### src/rtl/decode_ctrl_queue_if.sv
// Fetch-side and execute-side handshake bundle for decode_ctrl_queue.
// slave = decoder view, master = fetch/execute (or bench) view.
interface decode_ctrl_queue_if #(
  parameter int XLEN   = 32,
  parameter int ALUC_W = 5
);
  logic              in_valid;
  logic              in_ready;
  logic [31:0]       in_instr;
  logic [XLEN-1:0]   in_pc;

  logic              out_valid;
  logic              out_ready;
  logic [XLEN-1:0]   out_pc;
  logic [4:0]        out_rd;
  logic [4:0]        out_rs1;
  logic [4:0]        out_rs2;
  logic              out_reg_write;
  logic              out_alu_src1;
  logic              out_alu_src2;
  logic [1:0]        out_result_src;
  logic [1:0]        out_mem_write;
  logic [2:0]        out_mem_read;
  logic [2:0]        out_br_type;
  logic              out_dmem_wr_en;
  logic              out_dmem_rd_en;
  logic [ALUC_W-1:0] out_alu_ctrl;
  logic              out_illegal;

  modport slave (
    input  in_valid, in_instr, in_pc, out_ready,
    output in_ready, out_valid, out_pc, out_rd, out_rs1, out_rs2,
           out_reg_write, out_alu_src1, out_alu_src2, out_result_src,
           out_mem_write, out_mem_read, out_br_type, out_dmem_wr_en,
           out_dmem_rd_en, out_alu_ctrl, out_illegal
  );

  modport master (
    output in_valid, in_instr, in_pc, out_ready,
    input  in_ready, out_valid, out_pc, out_rd, out_rs1, out_rs2,
           out_reg_write, out_alu_src1, out_alu_src2, out_result_src,
           out_mem_write, out_mem_read, out_br_type, out_dmem_wr_en,
           out_dmem_rd_en, out_alu_ctrl, out_illegal
  );
endinterface

### src/rtl/decode_ctrl_queue.sv
// RV32I decoder feeding a DEPTH-entry control-bundle FIFO with flush and illegal counting.
// Define DECODE_MEXT_EN to accept RV32M (funct7=0000001) R-type encodings.
module decode_ctrl_queue #(
  parameter int XLEN   = 32,
  parameter int DEPTH  = 2,
  parameter int ALUC_W = 5,
  parameter int CNT_W  = 8
) (
  input  logic                 clk,
  input  logic                 rst_n,
  input  logic                 flush,
  decode_ctrl_queue_if.slave   bus,
  output logic [CNT_W-1:0]     illegal_cnt
);

  localparam int PTR_W = $clog2(DEPTH);

  localparam logic [6:0] OPC_R      = 7'b0110011;
  localparam logic [6:0] OPC_I      = 7'b0010011;
  localparam logic [6:0] OPC_BRANCH = 7'b1100011;
  localparam logic [6:0] OPC_LUI    = 7'b0110111;
  localparam logic [6:0] OPC_AUIPC  = 7'b0010111;
  localparam logic [6:0] OPC_JAL    = 7'b1101111;
  localparam logic [6:0] OPC_JALR   = 7'b1100111;
  localparam logic [6:0] OPC_LOAD   = 7'b0000011;
  localparam logic [6:0] OPC_STORE  = 7'b0100011;
  localparam logic [6:0] OPC_FENCE  = 7'b0001111;

  localparam logic [ALUC_W-1:0] ALU_ADD  = ALUC_W'(0);
  localparam logic [ALUC_W-1:0] ALU_SUB  = ALUC_W'(1);
  localparam logic [ALUC_W-1:0] ALU_AND  = ALUC_W'(2);
  localparam logic [ALUC_W-1:0] ALU_OR   = ALUC_W'(3);
  localparam logic [ALUC_W-1:0] ALU_PASS = ALUC_W'(4);
  localparam logic [ALUC_W-1:0] ALU_SLT  = ALUC_W'(5);
  localparam logic [ALUC_W-1:0] ALU_XOR  = ALUC_W'(6);
  localparam logic [ALUC_W-1:0] ALU_SRL  = ALUC_W'(7);
  localparam logic [ALUC_W-1:0] ALU_SLL  = ALUC_W'(8);
  localparam logic [ALUC_W-1:0] ALU_SRA  = ALUC_W'(9);
  localparam logic [ALUC_W-1:0] ALU_SLTU = ALUC_W'(10);

  typedef struct packed {
    logic [XLEN-1:0]   pc;
    logic [4:0]        rd;
    logic [4:0]        rs1;
    logic [4:0]        rs2;
    logic              reg_write;
    logic              alu_src1;
    logic              alu_src2;
    logic [1:0]        result_src;
    logic [1:0]        mem_write;
    logic [2:0]        mem_read;
    logic [2:0]        br_type;
    logic              dmem_wr_en;
    logic              dmem_rd_en;
    logic [ALUC_W-1:0] alu_ctrl;
    logic              illegal;
  } entry_t;

  typedef enum logic [1:0] {
    S_EMPTY = 2'd0,
    S_PART  = 2'd1,
    S_FULL  = 2'd2
  } occ_e;

  occ_e              occ_q, occ_d;
  logic [PTR_W-1:0]  wr_ptr_q, wr_ptr_d;
  logic [PTR_W-1:0]  rd_ptr_q, rd_ptr_d;
  logic [CNT_W-1:0]  cnt_q, cnt_d;
  entry_t            mem_q [DEPTH];
  entry_t            dec;
  entry_t            head;
  logic              legal;
  logic              push;
  logic              pop;

  logic [6:0] opcode;
  logic [2:0] funct3;
  logic [6:0] funct7;

  assign opcode = bus.in_instr[6:0];
  assign funct3 = bus.in_instr[14:12];
  assign funct7 = bus.in_instr[31:25];

  // ---------------------------------------------------------------- decode
  always_comb begin
    dec   = '0;
    legal = 1'b1;
    case (opcode)
      OPC_R: begin
        dec.reg_write = 1'b1;
        if (funct7 == 7'b0000000) begin
          case (funct3)
            3'b000: dec.alu_ctrl = ALU_ADD;
            3'b001: dec.alu_ctrl = ALU_SLL;
            3'b010: dec.alu_ctrl = ALU_SLT;
            3'b011: dec.alu_ctrl = ALU_SLTU;
            3'b100: dec.alu_ctrl = ALU_XOR;
            3'b101: dec.alu_ctrl = ALU_SRL;
            3'b110: dec.alu_ctrl = ALU_OR;
            default: dec.alu_ctrl = ALU_AND;
          endcase
        end else if (funct7 == 7'b0100000 && funct3 == 3'b000) begin
          dec.alu_ctrl = ALU_SUB;
        end else if (funct7 == 7'b0100000 && funct3 == 3'b101) begin
          dec.alu_ctrl = ALU_SRA;
`ifdef DECODE_MEXT_EN
        end else if (funct7 == 7'b0000001) begin
          // mul..remu occupy codes 16..23 so they never alias the base ALU ops
          dec.alu_ctrl = ALUC_W'(16) + ALUC_W'(funct3);
`endif
        end else begin
          legal = 1'b0;
        end
      end
      OPC_I: begin
        dec.reg_write = 1'b1;
        dec.alu_src2  = 1'b1;
        case (funct3)
          3'b000: dec.alu_ctrl = ALU_ADD;
          3'b001: begin
            dec.alu_ctrl = ALU_SLL;
            legal        = (funct7 == 7'b0000000);
          end
          3'b010: dec.alu_ctrl = ALU_SLT;
          3'b011: dec.alu_ctrl = ALU_SLTU;
          3'b100: dec.alu_ctrl = ALU_XOR;
          3'b101: begin
            dec.alu_ctrl = (funct7 == 7'b0100000) ? ALU_SRA : ALU_SRL;
            legal        = (funct7 == 7'b0000000) || (funct7 == 7'b0100000);
          end
          3'b110: dec.alu_ctrl = ALU_OR;
          default: dec.alu_ctrl = ALU_AND;
        endcase
      end
      OPC_BRANCH: begin
        dec.alu_ctrl = ALU_SUB;
        case (funct3)
          3'b000: dec.br_type = 3'b001;
          3'b001: dec.br_type = 3'b010;
          3'b100: dec.br_type = 3'b101;
          3'b101: dec.br_type = 3'b110;
          3'b110: dec.br_type = 3'b011;
          3'b111: dec.br_type = 3'b100;
          default: legal = 1'b0;
        endcase
      end
      OPC_LUI: begin
        dec.reg_write = 1'b1;
        dec.alu_src2  = 1'b1;
        dec.alu_ctrl  = ALU_PASS;
      end
      OPC_AUIPC: begin
        dec.reg_write = 1'b1;
        dec.alu_src1  = 1'b1;
        dec.alu_src2  = 1'b1;
        dec.alu_ctrl  = ALU_ADD;
      end
      OPC_JAL: begin
        dec.reg_write  = 1'b1;
        dec.alu_src1   = 1'b1;
        dec.alu_src2   = 1'b1;
        dec.result_src = 2'b10;
        dec.br_type    = 3'b111;
      end
      OPC_JALR: begin
        dec.reg_write  = 1'b1;
        dec.alu_src2   = 1'b1;
        dec.result_src = 2'b10;
        dec.br_type    = 3'b111;
      end
      OPC_LOAD: begin
        dec.reg_write  = 1'b1;
        dec.alu_src2   = 1'b1;
        dec.result_src = 2'b01;
        dec.dmem_rd_en = 1'b1;
        case (funct3)
          3'b000: dec.mem_read = 3'b001;
          3'b001: dec.mem_read = 3'b010;
          3'b010: dec.mem_read = 3'b000;
          3'b100: dec.mem_read = 3'b011;
          3'b101: dec.mem_read = 3'b100;
          default: legal = 1'b0;
        endcase
      end
      OPC_STORE: begin
        dec.alu_src2   = 1'b1;
        dec.dmem_wr_en = 1'b1;
        case (funct3)
          3'b000: dec.mem_write = 2'b01;
          3'b001: dec.mem_write = 2'b10;
          3'b010: dec.mem_write = 2'b11;
          default: legal = 1'b0;
        endcase
      end
      OPC_FENCE: ;
      default: legal = 1'b0;
    endcase

    // Illegal words still carry their pc and register fields for the trap handler
    if (!legal) begin
      dec         = '0;
      dec.illegal = 1'b1;
    end
    dec.pc  = bus.in_pc;
    dec.rd  = bus.in_instr[11:7];
    dec.rs1 = bus.in_instr[19:15];
    dec.rs2 = bus.in_instr[24:20];
    if (dec.rd == 5'd0) begin
      dec.reg_write = 1'b0;
    end
  end

  // ---------------------------------------------------------------- queue control
  assign bus.in_ready  = (occ_q != S_FULL);
  assign bus.out_valid = (occ_q != S_EMPTY);
  assign push = bus.in_valid && bus.in_ready;
  assign pop  = bus.out_valid && bus.out_ready;

  always_comb begin
    occ_d    = occ_q;
    wr_ptr_d = wr_ptr_q;
    rd_ptr_d = rd_ptr_q;
    cnt_d    = cnt_q;
    if (flush) begin
      occ_d    = S_EMPTY;
      wr_ptr_d = '0;
      rd_ptr_d = '0;
    end else begin
      if (push) begin
        wr_ptr_d = wr_ptr_q + 1'b1;
      end
      if (pop) begin
        rd_ptr_d = rd_ptr_q + 1'b1;
      end
      if (push && dec.illegal && (cnt_q != '1)) begin
        cnt_d = cnt_q + 1'b1;
      end
      case (occ_q)
        S_EMPTY: if (push) occ_d = S_PART;
        S_PART: begin
          if (push && !pop && (wr_ptr_d == rd_ptr_q)) begin
            occ_d = S_FULL;
          end else if (pop && !push && (rd_ptr_d == wr_ptr_q)) begin
            occ_d = S_EMPTY;
          end
        end
        S_FULL:  if (pop) occ_d = S_PART;
        default: occ_d = S_EMPTY;
      endcase
    end
  end

  always_ff @(posedge clk or negedge rst_n) begin
    if (!rst_n) begin
      occ_q    <= S_EMPTY;
      wr_ptr_q <= '0;
      rd_ptr_q <= '0;
      cnt_q    <= '0;
    end else begin
      occ_q    <= occ_d;
      wr_ptr_q <= wr_ptr_d;
      rd_ptr_q <= rd_ptr_d;
      cnt_q    <= cnt_d;
    end
  end

  // Storage needs no reset: the head is masked to zero whenever the queue is empty
  always_ff @(posedge clk) begin
    if (push && !flush) begin
      mem_q[wr_ptr_q] <= dec;
    end
  end

  always_comb begin
    head = '0;
    if (bus.out_valid) begin
      head = mem_q[rd_ptr_q];
    end
  end

  assign bus.out_pc         = head.pc;
  assign bus.out_rd         = head.rd;
  assign bus.out_rs1        = head.rs1;
  assign bus.out_rs2        = head.rs2;
  assign bus.out_reg_write  = head.reg_write;
  assign bus.out_alu_src1   = head.alu_src1;
  assign bus.out_alu_src2   = head.alu_src2;
  assign bus.out_result_src = head.result_src;
  assign bus.out_mem_write  = head.mem_write;
  assign bus.out_mem_read   = head.mem_read;
  assign bus.out_br_type    = head.br_type;
  assign bus.out_dmem_wr_en = head.dmem_wr_en;
  assign bus.out_dmem_rd_en = head.dmem_rd_en;
  assign bus.out_alu_ctrl   = head.alu_ctrl;
  assign bus.out_illegal    = head.illegal;
  assign illegal_cnt        = cnt_q;

endmodule
### src/flat_wrapper.sv
// flat-port wrapper written by rule: the top's interface ports become plain ports
module decode_ctrl_queue_flat 
#(
  parameter int XLEN   = 32,
  parameter int DEPTH  = 2,
  parameter int ALUC_W = 5,
  parameter int CNT_W  = 8
)
  (clk, rst_n, flush, illegal_cnt, bus_in_valid, bus_in_instr, bus_in_pc, bus_out_ready, bus_in_ready, bus_out_valid, bus_out_pc, bus_out_rd, bus_out_rs1, bus_out_rs2, bus_out_reg_write, bus_out_alu_src1, bus_out_alu_src2, bus_out_result_src, bus_out_mem_write, bus_out_mem_read, bus_out_br_type, bus_out_dmem_wr_en, bus_out_dmem_rd_en, bus_out_alu_ctrl, bus_out_illegal);
  decode_ctrl_queue_if #(.XLEN(XLEN), .ALUC_W(ALUC_W)) bus_i ();
  input  logic clk;
  input  logic rst_n;
  input  logic flush;
  output logic [CNT_W-1:0] illegal_cnt;
  input wire logic [$bits(bus_i.in_valid)-1:0] bus_in_valid;
  input wire logic [$bits(bus_i.in_instr)-1:0] bus_in_instr;
  input wire logic [$bits(bus_i.in_pc)-1:0] bus_in_pc;
  input wire logic [$bits(bus_i.out_ready)-1:0] bus_out_ready;
  output wire logic [$bits(bus_i.in_ready)-1:0] bus_in_ready;
  output wire logic [$bits(bus_i.out_valid)-1:0] bus_out_valid;
  output wire logic [$bits(bus_i.out_pc)-1:0] bus_out_pc;
  output wire logic [$bits(bus_i.out_rd)-1:0] bus_out_rd;
  output wire logic [$bits(bus_i.out_rs1)-1:0] bus_out_rs1;
  output wire logic [$bits(bus_i.out_rs2)-1:0] bus_out_rs2;
  output wire logic [$bits(bus_i.out_reg_write)-1:0] bus_out_reg_write;
  output wire logic [$bits(bus_i.out_alu_src1)-1:0] bus_out_alu_src1;
  output wire logic [$bits(bus_i.out_alu_src2)-1:0] bus_out_alu_src2;
  output wire logic [$bits(bus_i.out_result_src)-1:0] bus_out_result_src;
  output wire logic [$bits(bus_i.out_mem_write)-1:0] bus_out_mem_write;
  output wire logic [$bits(bus_i.out_mem_read)-1:0] bus_out_mem_read;
  output wire logic [$bits(bus_i.out_br_type)-1:0] bus_out_br_type;
  output wire logic [$bits(bus_i.out_dmem_wr_en)-1:0] bus_out_dmem_wr_en;
  output wire logic [$bits(bus_i.out_dmem_rd_en)-1:0] bus_out_dmem_rd_en;
  output wire logic [$bits(bus_i.out_alu_ctrl)-1:0] bus_out_alu_ctrl;
  output wire logic [$bits(bus_i.out_illegal)-1:0] bus_out_illegal;
  assign bus_i.in_valid = bus_in_valid;
  assign bus_i.in_instr = bus_in_instr;
  assign bus_i.in_pc = bus_in_pc;
  assign bus_i.out_ready = bus_out_ready;
  assign bus_in_ready = bus_i.in_ready;
  assign bus_out_valid = bus_i.out_valid;
  assign bus_out_pc = bus_i.out_pc;
  assign bus_out_rd = bus_i.out_rd;
  assign bus_out_rs1 = bus_i.out_rs1;
  assign bus_out_rs2 = bus_i.out_rs2;
  assign bus_out_reg_write = bus_i.out_reg_write;
  assign bus_out_alu_src1 = bus_i.out_alu_src1;
  assign bus_out_alu_src2 = bus_i.out_alu_src2;
  assign bus_out_result_src = bus_i.out_result_src;
  assign bus_out_mem_write = bus_i.out_mem_write;
  assign bus_out_mem_read = bus_i.out_mem_read;
  assign bus_out_br_type = bus_i.out_br_type;
  assign bus_out_dmem_wr_en = bus_i.out_dmem_wr_en;
  assign bus_out_dmem_rd_en = bus_i.out_dmem_rd_en;
  assign bus_out_alu_ctrl = bus_i.out_alu_ctrl;
  assign bus_out_illegal = bus_i.out_illegal;
  decode_ctrl_queue #(.XLEN(XLEN), .DEPTH(DEPTH), .ALUC_W(ALUC_W), .CNT_W(CNT_W)) u_core (.clk(clk), .rst_n(rst_n), .flush(flush), .bus(bus_i), .illegal_cnt(illegal_cnt));
endmodule
### config.mk
export PLATFORM = sky130hd
export DESIGN_NAME = decode_ctrl_queue_flat
export DESIGN_NICKNAME = d
export VERILOG_FILES = /design/src/rtl/decode_ctrl_queue_if.sv /design/src/rtl/decode_ctrl_queue.sv /design/src/flat_wrapper.sv
export SDC_FILE = /design/constraint.sdc
export NUM_CORES = 1
export LEC_CHECK = 0
export BUFFER_PORTS_ARGS = -buffer_cell sky130_fd_sc_hd__buf_2
export CAP_MARGIN = 25
export CORE_AREA = 2 2 162 164
export DETAILED_ROUTE_END_ITERATION = 12
export DIE_AREA = 0 0 164 166
export GPL_ROUTABILITY_DRIVEN = 0
export HOLD_SLACK_MARGIN = 0.08
export PLACE_DENSITY = 0.53
export REMOVE_ABC_BUFFERS = 1
export SYNTH_ARGS = -nofsm -noshare
export SYNTH_HDL_FRONTEND = slang
export SYNTH_SLANG_ARGS = --single-unit
### constraint.sdc
create_clock -name clk -period 7.3 [get_ports clk]
set_input_delay 0.73 -clock clk [delete_from_list [all_inputs] [get_ports clk]]
set_output_delay 0.73 -clock clk [all_outputs]
set_load 0.005 [all_outputs]
==> results.cfg <==
[finish]
antenna_cells = 0
n_fill_cell = 2604
area_growth_pct = 27.7
drive_gt1_share_pct = 31.3
nNetsFinal = 659

[timing]
setup_ws_ns = 4.01
post-route-period-util_pct = 45.1
setup_tns_ns = 0
slew_headroom_pct = 34.6
min_period_ns = 3.29
worstMarginPinSlew_ns = 0.981
max_freq_mhz = 304
clock_skew_ns = 0.0101
rsz0062_at_grt = false
slew_violations = 0
finalSetupViolCount = 0
holdWs_ns = 0.192
hold_viol = 0

[worst_setup_path]
cp.arrival_ns = 2.56
end_kind = output pin
r2r_setup_slack_ns = 5.07
cp-start-kind = flop
r2r-start = u_core.rd_ptr_q
path_cells = buf_4, mux2i_1, nor2_1, buf_2
cp_num_buf_inv = 2
r2r-end = u_core.occ_q[1]
max_stage_delay_ns = 0.78
cpMaxStageDelayCell = dfrtp_4
path_class = flop to output pin
reg2reg_depth = 4
cp.required_ns = 6.57
crit_start = u_core.rd_ptr_q
path_delay_family = buffers and inverters
critPathCapture = bus_out_result_src[0]
worstSetupPathDepth = 4
worstPathMaxFanout = 40

[yosys]
synthDistinctLibCells = 48
synth_warnings = 0
yosysSeqAreaShare_pct = 69.2
synthTopCellsByArea = edfxtp_1, mux2i_1, dfrtp_1, nor2_1, xor2_1
synth.most_common_cell = edfxtp_1
ys.flop_type = edfxtp_1
post-synth-top-area-fraction_pct = 64.4
synth.cell_area_sq_um = 6250
synth-seq-cells = 146
synth_commonest_cells = edfxtp_1, nor2_1, mux2i_1
synth_cells = 445
yosysTopAreaCell = edfxtp_1
synthArstFlopShare_pct = 8.22
avgSynthCellArea_sq_um = 14.0
synth_edf_count = 134

[drt]
drt_iter0_drc = 233
viasPerCell = 4.27
vias = 3992
ant_nets = 0
wl_per_cell_um = 15.0
drt-pass1-iter-count = 4
drc = 0
wl_um = 14000

[cts]
cts_sinks = 146
clkLatencyLatePin_ns = 0.41
htree_levels = 4
cts-root-buf = clkbuf_16
ctsResizeCount = 0
cts_max_path_buffers = 2
cts_buffers = 17
hold_buffers = 0
path_clk_slew_ns = 0.06
cts_tree = yes
cts_setup_buffers = 0

[power]
peakVddDrop_v = 0.000130
p_leak_nw = 3.01
p_per_area_nw_per_um2 = 271
p_total_mw = 2.16

[die]
dieArea_sq_um = 27200
start_util_pct = 24.4
fp-row-count = 59
die_w_um = 164
die_h_um = 166
core_sq_um = 25600
ios = 147

[grt]
grt_pass1_wl_um = 21300
antenna_found_initial = 0
grt_pass1_vias = 3841
grt_overflow = 0
grt_max_degree = 69
grtUsageTotal_pct = 10.4

[hold_path]
hold_class = input pin to async pin

[status]
outcome = complete, no violations

[placed_design]
hpwl_um = 9150
numPortBuffers = 145
dp_slack_ns = 4.39

[job]
cap_violations = 0
## kinds of logic (layout without fill, tap and decap cells)
group	count (synthesis)	after routing	synth area share (%)
compound gates	43	43	4.57
xor+xnor	12	12	1.68
fa+ha+maj	1	1	0.200
buf+inv	33	188	2.16
flops	146	146	69.2
mux	68	68	10.9
other cells	1	1	0.0600
simple gates	141	141	11.2
## power breakdown
part / internal (mW) / switching (mW)
combinational: 0.0996 / 0.129
clock: 0.604 / 0.331
sequential: 0.964 / 0.0356
total: 1.67 / 0.496
## metal layers
layer / GRT usage [%] / vias to the layer above / routed length (um)
met5: 0 / - / 0
met4: 3.51 / 0 / 156
met3: 2.40 / 12 / 716
met2: 16.9 / 117 / 6880
met1: 13.5 / 1930 / 6280
li1: - / 1933 / -
## through the flow
step                area [sq um]  util [%]  cells
floorplan                   6140         -    421
global placement            7340      28.7    905
detailed placement          7340      28.7    905
CTS                         7980      31.1    935
global route                7980      31.1    935
finish                      7980      31.1    935
## cells in the final DEF (no fill, tap or decap), types with 2 or more instances in the layout
cell	instances
xor2_1	12
clkbuf_16	17
nand2b_1	8
nor4b_1	2
and3b_1	3
and2_1	4
inv_1	9
nor4_2	4
clkinv_4	4
nor3b_1	3
dfrtp_1	11
nor3_1	5
mux2i_1	67
edfxtp_1	134
nand2_1	13
a211oi_1	3
o211ai_1	2
buf_4	4
a22oi_1	2
nand4_1	3
nor2_1	78
o22ai_1	2
buf_2	145
bufinv_16	5
o21ai_0	12
and3_1	2
a21oi_1	10
nand3_1	7
## how the worst min path moves through the flow
stage | startpoint | to | slack (ns) | cells after the start
after floorplan | rst_n | u_core.illegal_cnt[0] | 0.43 | 0
after global placement | u_core.illegal_cnt[6] | u_core.illegal_cnt[6] | 0.48 | 1
after detailed placement | u_core.illegal_cnt[6] | u_core.illegal_cnt[6] | 0.49 | 1
after CTS | rst_n | u_core.illegal_cnt[1] | 0.18 | 1
after global routing | rst_n | u_core.illegal_cnt[7] | 0.19 | 1
final | rst_n | u_core.illegal_cnt[0] | 0.19 | 1
## sequential cells by signal (all words and copies together) (netlist names)
| signal | cells |
|---|---|
| u_core.rd_ptr_q | 1 |
| u_core.mem_q | 134 |
| u_core.occ_q | 2 |
| u_core.wr_ptr_q | 1 |
| u_core.illegal_cnt | 8 |
## cell type report
type	count	area, sq um	area share, %
inverter	9	33.8	0.424
timing repair buffer	149	756	9.47
multi-input combinational	266	1800	22.6
sequential	146	4330	54.3
tap	335	419	5.25
clock buffer	17	425	5.33
clock inverter	13	210	2.64
No activity file was read; power rests on OpenSTA's default activity.
